$ cat src/rtl/cpu_readback_responder_pkg.sv
// Shared readback window offsets and responder FSM states.
// The controller and the host-side map both reference these constants.
package cpu_readback_responder_pkg;

  localparam logic [2:0] OFF_STATUS  = 3'd0;
  localparam logic [2:0] OFF_TIME0   = 3'd1;
  localparam logic [2:0] OFF_TIME1   = 3'd2;
  localparam logic [2:0] OFF_TIME2   = 3'd3;
  localparam logic [2:0] OFF_TIME3   = 3'd4;
  localparam logic [2:0] OFF_VERSION = 3'd5;

  typedef enum logic [1:0] {
    ST_IDLE  = 2'd0,
    ST_WAIT  = 2'd1,
    ST_DRIVE = 2'd2,
    ST_TURN  = 2'd3
  } rb_state_e;

  function automatic logic [15:0] status_word(input logic thermo, input logic sticky,
                                              input logic snap_vld, input logic [7:0] cnt);
    return {cnt, 5'b0, snap_vld, sticky, thermo};
  endfunction

endpackage

$ cat src/rtl/cpu_readback_responder_sync2.sv
// Generic 2-flop level synchroniser into the CLK domain.
// Latency: two CLK edges; no flow control.
module cpu_readback_responder_sync2 #(
  parameter int W = 1
) (
  input  logic         CLK,
  input  logic         RST_N,
  input  logic [W-1:0] d,
  output logic [W-1:0] q
);

  logic [W-1:0] meta;

  always_ff @(posedge CLK or negedge RST_N) begin
    if (!RST_N) begin
      meta <= '0;
      q    <= '0;
    end else begin
      meta <= d;
      q    <= meta;
    end
  end

endmodule

$ cat src/rtl/cpu_readback_responder.sv
// CPU read responder: status, coherent 64-bit time snapshot, version, unmapped-read counter.
// Latency: READ_LATENCY+1 edges from hit to drive; no backpressure, drive held while EN & RD.
module cpu_readback_responder
  import cpu_readback_responder_pkg::*;
#(
  parameter int          READ_LATENCY = 2,
  parameter logic [15:0] VERSION      = 16'h0022,
  parameter logic [1:0]  SELECT_ID    = 2'b00,
  parameter logic [13:0] BASE_ADDR    = 14'h0100
) (
  input  logic        CLK,
  input  logic        RST_N,
  input  logic        EN,
  input  logic        RD,
  input  logic        RDWR,
  input  logic        WE,
  input  logic [1:0]  BRAM_SELECT,
  input  logic [13:0] BRAM_ADDR,
  input  logic [63:0] SYS_TIME,
  input  logic        THERMO,
  input  logic        WDT_ASSERT,
  output logic [15:0] DATA_OUT,
  output logic        DATA_OE,
  output logic        BUSY
);

  localparam logic [2:0] LAT_INIT = 3'(READ_LATENCY - 1);

  rb_state_e   state_q, state_d;
  logic [2:0]  off_q, lat_cnt_q;
  logic [63:0] snap_q;
  logic        snap_vld_q, wdt_sticky_q, wdt_prev_q;
  logic [7:0]  unmapped_q;
  logic        thermo_s, wdt_s, wdt_rise;
  logic        hit, abort;
  logic        accept, load_drive, exit_drive, status_exit;
  logic [15:0] read_word;

  cpu_readback_responder_sync2 #(.W(1)) u_sync_thermo (
    .CLK(CLK), .RST_N(RST_N), .d(THERMO), .q(thermo_s)
  );

  cpu_readback_responder_sync2 #(.W(1)) u_sync_wdt (
    .CLK(CLK), .RST_N(RST_N), .d(WDT_ASSERT), .q(wdt_s)
  );

  assign hit = EN & RD & RDWR & ~WE & (BRAM_SELECT == SELECT_ID)
             & (BRAM_ADDR[13:3] == BASE_ADDR[13:3]);
  assign abort    = ~EN | ~RD | WE;
  assign wdt_rise = wdt_s & ~wdt_prev_q;
  assign BUSY     = (state_q != ST_IDLE);

  always_ff @(posedge CLK or negedge RST_N) begin
    if (!RST_N) state_q <= ST_IDLE;
    else        state_q <= state_d;
  end

  always_comb begin
    state_d = state_q;
    case (state_q)
      ST_IDLE:  if (hit) state_d = ST_WAIT;
      ST_WAIT: begin
        if (abort)                 state_d = ST_TURN;
        else if (lat_cnt_q == 3'd0) state_d = ST_DRIVE;
      end
      ST_DRIVE: if (abort) state_d = ST_TURN;
      default:  state_d = ST_IDLE;
    endcase
  end

  always_comb begin
    accept      = (state_q == ST_IDLE) & hit;
    load_drive  = (state_q == ST_WAIT) & ~abort & (lat_cnt_q == 3'd0);
    exit_drive  = (state_q == ST_DRIVE) & abort;
    status_exit = exit_drive & (off_q == OFF_STATUS);
  end

  // Word 1 reads live time; words 2-4 come only from the snapshot so a 1..4 sweep is coherent.
  always_comb begin
    read_word = 16'h0000;
    case (off_q)
      OFF_STATUS:  read_word = status_word(thermo_s, wdt_sticky_q, snap_vld_q, unmapped_q);
      OFF_TIME0:   read_word = SYS_TIME[15:0];
      OFF_TIME1:   read_word = snap_q[31:16];
      OFF_TIME2:   read_word = snap_q[47:32];
      OFF_TIME3:   read_word = snap_q[63:48];
      OFF_VERSION: read_word = VERSION;
      default:     read_word = 16'h0000;
    endcase
  end

  always_ff @(posedge CLK or negedge RST_N) begin
    if (!RST_N) begin
      off_q        <= '0;
      lat_cnt_q    <= '0;
      DATA_OUT     <= '0;
      DATA_OE      <= 1'b0;
      snap_q       <= '0;
      snap_vld_q   <= 1'b0;
      unmapped_q   <= '0;
      wdt_sticky_q <= 1'b0;
      wdt_prev_q   <= 1'b0;
    end else begin
      wdt_prev_q <= wdt_s;
      if (accept) begin
        off_q     <= BRAM_ADDR[2:0];
        lat_cnt_q <= LAT_INIT;
      end else if (state_q == ST_WAIT && lat_cnt_q != 3'd0) begin
        lat_cnt_q <= lat_cnt_q - 3'd1;
      end
      if (load_drive) begin
        DATA_OUT <= read_word;
        DATA_OE  <= 1'b1;
      end else if (exit_drive) begin
        DATA_OE <= 1'b0;
      end
      if (load_drive && off_q == OFF_TIME0) begin
        snap_q     <= SYS_TIME;
        snap_vld_q <= 1'b1;
      end
      if (load_drive && off_q[2:1] == 2'b11 && unmapped_q != 8'hFF)
        unmapped_q <= unmapped_q + 8'd1;
      else if (status_exit)
        unmapped_q <= 8'h00;
      // A watchdog edge landing on the STATUS exit cycle must not be lost.
      if (wdt_rise)         wdt_sticky_q <= 1'b1;
      else if (status_exit) wdt_sticky_q <= 1'b0;
    end
  end

endmodule
$ cat config.mk
export PLATFORM = sky130hd
export DESIGN_NAME = cpu_readback_responder
export DESIGN_NICKNAME = d
export VERILOG_FILES = /design/src/rtl/cpu_readback_responder_pkg.sv /design/src/rtl/cpu_readback_responder_sync2.sv /design/src/rtl/cpu_readback_responder.sv
export SDC_FILE = /design/constraint.sdc
export NUM_CORES = 1
export LEC_CHECK = 0
export ABC_AREA = 1
export BUFFER_PORTS_ARGS = -buffer_cell sky130_fd_sc_hd__buf_2
export CAP_MARGIN = 40
export CORE_ASPECT_RATIO = 0.6
export CORE_MARGIN = 4
export CORE_UTILIZATION = 50
export CTS_BUF_LIST = sky130_fd_sc_hd__clkbuf_16
export DETAILED_ROUTE_END_ITERATION = 8
export PLACE_DENSITY = 0.76
export SYNTH_ARGS = -nofsm -noshare
export SYNTH_HDL_FRONTEND = slang
export SYNTH_SLANG_ARGS = --single-unit
$ cat constraint.sdc
create_clock -name CLK -period 3.8 [get_ports CLK]
set_input_delay 0.38 -clock CLK [delete_from_list [all_inputs] [get_ports CLK]]
set_output_delay 0.38 -clock CLK [all_outputs]
set_load 0.05 [all_outputs]
# Word-level counts from Yosys, hierarchy flattened
# Index checks and enable logic that the tools add are counted.
dict set report totals {
  ff_bits 104
  input_bits 88
  out_inout_bits 18
  word_cells 76
}
dict set report op_classes {
  addsub 2
  n_eq_ne 13
  bitwise 18
  n_reduce_logical 15
  n_mux 14
}
# op count
set op_table {}
lappend op_table {{16-bit case mux with 6 select lines} 1}
lappend op_table {{8-bit 2-to-1 mux} 2}
lappend op_table {{1-bit AND} 11}
lappend op_table {{11-bit by 6-bit == test with 1-bit output, second input constant} 1}
lappend op_table {{2-bit nonzero test} 5}
lappend op_table {{8-bit by 1-bit adder with 8-bit output, second input constant} 1}
lappend op_table {{2-bit 2-to-1 mux} 4}
lappend op_table {{8-bit inequality test, second input constant} 1}
lappend op_table {{3-bit by 2-bit == test with 1-bit output, second input constant} 2}
lappend op_table {{3-bit == test, second input constant} 2}
lappend op_table {{3-bit logical NOT} 2}
lappend op_table {{3-bit 2-to-1 mux} 2}
lappend op_table {{2-bit case mux with 3 select lines} 1}
lappend op_table {{1-bit inverter} 5}
lappend op_table {{2-bit == test, second input constant} 2}
lappend op_table {{1-bit logical AND} 4}
lappend op_table {{2-bit logical NOT} 2}
lappend op_table {{1-bit 2-to-1 mux} 4}
lappend op_table {{2-bit inequality test, second input constant} 2}
lappend op_table {{3-bit by 1-bit == test with 1-bit output, second input constant} 1}
lappend op_table {{3-bit inequality test, second input constant} 1}
lappend op_table {{3-bit AND reduction} 1}
lappend op_table {{3-bit nonzero test} 1}
lappend op_table {{3-bit by 1-bit subtractor with 3-bit output, second input constant} 1}
lappend op_table {{other kinds (2)} 3}

# Longest topological paths before layout
dict set report depth {
  ltp_word 9
  ltp_mapped 9
  mapped_depth_nobuf 9
}

# Hierarchy
# Synthesis repeated with hierarchy kept, for this count alone.
dict set report unflattened {
  hier_cells 546
  hier_area_um2 4234.1
}
# mod seq_area_each_um2 area_per_inst_um2 cells_each instances
set modules_own_cells {}
lappend modules_own_cells {cpu_readback_responder 2102.0 4134.0 542 1}
lappend modules_own_cells {cpu_readback_responder_sync2 50.0 50.0 2 2}

# Worst setup path before layout
# Ideal clock, no wire load.
dict set report synth_path {
  kind {register -> register}
  startpoint {register state_q[1]}
  endpoint {register unmapped_q[2]}
  period_less_slack_ns 1.642
  setup_ns 0.127
  n_path_buf 1
  slack_ns 2.158
  arrival_time_ns 1.515
  required_time_ns 3.673
  path_stages_with_launch 9
  path_cell_list {dfrtp_1 > inv_1 > ha_1 > inv_2 > nor3_4 > nand3_2 > buf_2 > nand3_1 > o21ai_0}
}
dict set report synth_via {
  elab_chain_len 6
  word_cells_on_any_way 10
  cone_classes {eq/ne (2); mux (1); bitwise (4); reduce/logical (3)}
}
# item line
set synth_rtl {}
lappend synth_rtl {{start, declared} cpu_readback_responder.sv:29} ;# rb_state_e state_q, state_d;
lappend synth_rtl {{start signal, assigned} cpu_readback_responder.sv:55} ;# else state_q <= state_d;
lappend synth_rtl {{2-bit by 1-bit == test with 1-bit output} cpu_readback_responder.sv:73} ;# load_drive = (state_q == ST_WAIT) & ~abort & (lat_cnt_q == 3'd0);
lappend synth_rtl {{1-bit AND (2 in a row)} cpu_readback_responder.sv:73}
lappend synth_rtl {{1-bit logical AND (2 in a row)} cpu_readback_responder.sv:121} ;# if (load_drive && off_q[2:1] == 2'b11 && unmapped_q != 8'hFF)
lappend synth_rtl {{8-bit 2-to-1 mux or 2-bit nonzero test (tied branches)} -}
lappend synth_rtl {{end signal, assigned} cpu_readback_responder.sv:122} ;# unmapped_q <= unmapped_q + 8'd1;
lappend synth_rtl {{end, declared} cpu_readback_responder.sv:33} ;# logic [7:0] unmapped_q;
# Parallel ways exist; a longest one is shown, timed or not.
# A chain may end at the register's enable or synchronous reset.

# Worst setup path after layout
dict set report layout_path {
  startpoint {register state_q[1]}
  endpoint {register unmapped_q[6]}
}
# The elaborated chain is that of the path after synthesis.

==> metrics.cfg <==
[outcome]
status = finished clean

[yosys]
ys.flop_type = dfrtp_1
syn_nets = 635
ys_seq_area_frac = 0.523
synth_edf_count = 0
ys_warn_count = 0
async_reset_ff_frac = 1.00
synthCells = 540
ys_types = 28
avgSynthCellArea_sq_um = 7.80
syn_area_sq_um = 4210
synth-seq-cells = 88

[drt]
totalWireLength_microns = 11200
drc = 0
drt-pass1-iter-count = 5
vias = 3932
avgViaCountPerCell = 5.23
post_drt_wl_per_cell_microns = 14.8
drtIter0Drc = 453
antenna_left = 0

[global_route]
met1_usage = 0.337
grt_pass1_vias = 3703
antenna_found_initial = 0
gr-total-overflow = 0
grt_pass1_wl_microns = 18200
track_usage = 0.231
busiest_layer = met2
grt_start_max_net_pins = 58
met2_usage = 0.338
use_met3 = 0.0726

[power]
leakage_nw = 2.93
p_per_area_nw_per_um2 = 492
vdd_drop_max_v = 0.000237

[timing]
slew_headroom = 0.507
tns_ns = 0
setup_slack_ns = 1.55
hold_viol = 0
fmax_ghz = 0.445
setup_viol = 0
tightest_slew_ns = 0.739
post-route-period-util = 0.592
slew_violations = 0
worst_clock_skew_ns = 0.00817
fin_crit_ns = 2.25
rsz0062_at_grt = false

[clock_tree]
ctsHoldBuffers = 0
post_cts_buffers = 0
cts_root_buf = clkbuf_16
clkTransAtPathRegs_ns = 0.06
clk_path_buf_depth = 2
cts_made_buffers = 9
cts_tree = done
ctsHtreeMaxLevel = 3
clock_latency_ns = 0.34
ctsResizeCount = 0
clock-sinks = 88

[worst_hold_path]
min_path_type = input pin to asynchronous set/reset pin

[floorplan]
start_util = 0.524
io_pins = 106
core_sq_um = 8040
rows = 25
dieHeight_microns = 79.1
die_area_sq_um = 10000
die_x_microns = 127

[final_layout]
most-common-layout-cells = nand2_1 (207), buf_2 (104), dfrtp_1 (88), nand3_1 (64), inv_1 (37)
nNetsFinal = 734
nFillCells = 691
drive_gt1_frac = 0.208
final_common_cell = nand2_1
diodes = 0
area_growth_pct = 22.3

[critical_path]
setup.worst_path.start = state_q[1]
r2r_end = unmapped_q[6]
endpoint_kind = register
arrival_ns = 2.47
crit-reg2reg-launch = state_q[1]
required_ns = 4.02
regToRegSetupSlack_ns = 1.55
crit_fanout = 54
startpoint_type = register
reg2reg_depth = 8
crit_type = register to register

[placed_design]
port_buffers = 105
routabilityCongestion = 0.879
pre_cts_ws_ns = 1.59
dp_hpwl_microns = 7980

[run]
cap_violations = 0

[cell usage after synthesis (2+ instances only)]
cell	instances	area share
nand2_1	207	0.18
dfrtp_1	88	0.52
nand3_1	64	0.076
inv_1	37	0.033
nor2_1	36	0.032
o21ai_0	23	0.027
a21oi_1	14	0.017
clkbuf_1	13	0.012
o21ai_1	10	0.012
buf_2	9	0.011
ha_1	7	0.021
nand4_1	7	0.010
xor2_1	4	0.0083
inv_2	3	0.0027
o22ai_1	3	0.0045
nand3_2	2	0.0048
nor3_1	2	0.0024
[area by class of cell]
type                       instances  area (sq um)  area share
clock buffer                       9           225      0.0437
clock inverter                     7          86.3      0.0168
inverter                          41           154      0.0299
multi-input combinational        388          1760       0.342
sequential                        88          2200       0.427
tap                              108           135      0.0262
timing repair buffer             111           586       0.114
[per-layer routing]
layer | routed length (microns) | vias to the layer above
met5 | 0 | -
met4 | 115 | 0
met3 | 1070 | 10
met2 | 4840 | 147
met1 | 5140 | 1863
li1 | - | 1912
[cells by family (layout without fill, tap and decap cells)]
family / count (synthesis) / after routing / share of synthesized area
AOI/OAI and AO/OA: 52 / 52 / 0.0638
xor gates and xnor gates: 5 / 5 / 0.0104
adders and majority gates: 7 / 7 / 0.0208
buffers and inverters: 64 / 168 / 0.0600
DFF: 88 / 88 / 0.523
and+or+nand+nor: 324 / 324 / 0.322
[worst max-delay path, stage by stage (launching register included)]
cell and delay (ns):
dfrtp_1 0.42, inv_1 0.11, ha_1 0.21, inv_2 0.06
nor3_4 0.19, buf_4 0.46, nand3_2 0.38, nand3_1 0.18
o21ai_1 0.08
[worst max-delay path by stage]
stage	end	slack (ns)
after floorplan	unmapped_q[2]	2.16
after global placement	unmapped_q[7]	1.72
after detailed placement	unmapped_q[6]	1.59
after CTS	unmapped_q[6]	1.57
after global routing	unmapped_q[4]	1.32
final	unmapped_q[6]	1.55
[through the flow]
step	utilization	instances	instance area [sq um]	hold slack [ns]	total power, mW
final	0.641	752	5150	0.104	2.53
after global placement	0.599	734	4810	0.333	1.58
after CTS	0.641	752	5150	0.123	2.55
after floorplan	-	540	4210	0.0844	1.43
after detailed placement	0.602	736	4840	0.336	1.61
after global routing	0.641	752	5150	0.132	2.65
[sequential cells by signal, summed over array words and instances, names as in the netlist]
name	count
snap_q	48
DATA_OUT	16
unmapped_q	8
lat_cnt_q	3
off_q	3
state_q	2
DATA_OE	1
snap_vld_q	1
u_sync_thermo.meta	1
u_sync_thermo.q	1
u_sync_wdt.meta	1
u_sync_wdt.q	1
wdt_prev_q	1
wdt_sticky_q	1
[where the power goes]
part           switching (mW)  internal (mW)  leakage (nW)
clock                   0.363          0.570         0.154
combinational           0.383          0.157          1.65
sequential             0.0510           1.01          1.12
total                   0.797           1.74          2.93
Note: power is estimated with default switching activity, not from simulation.
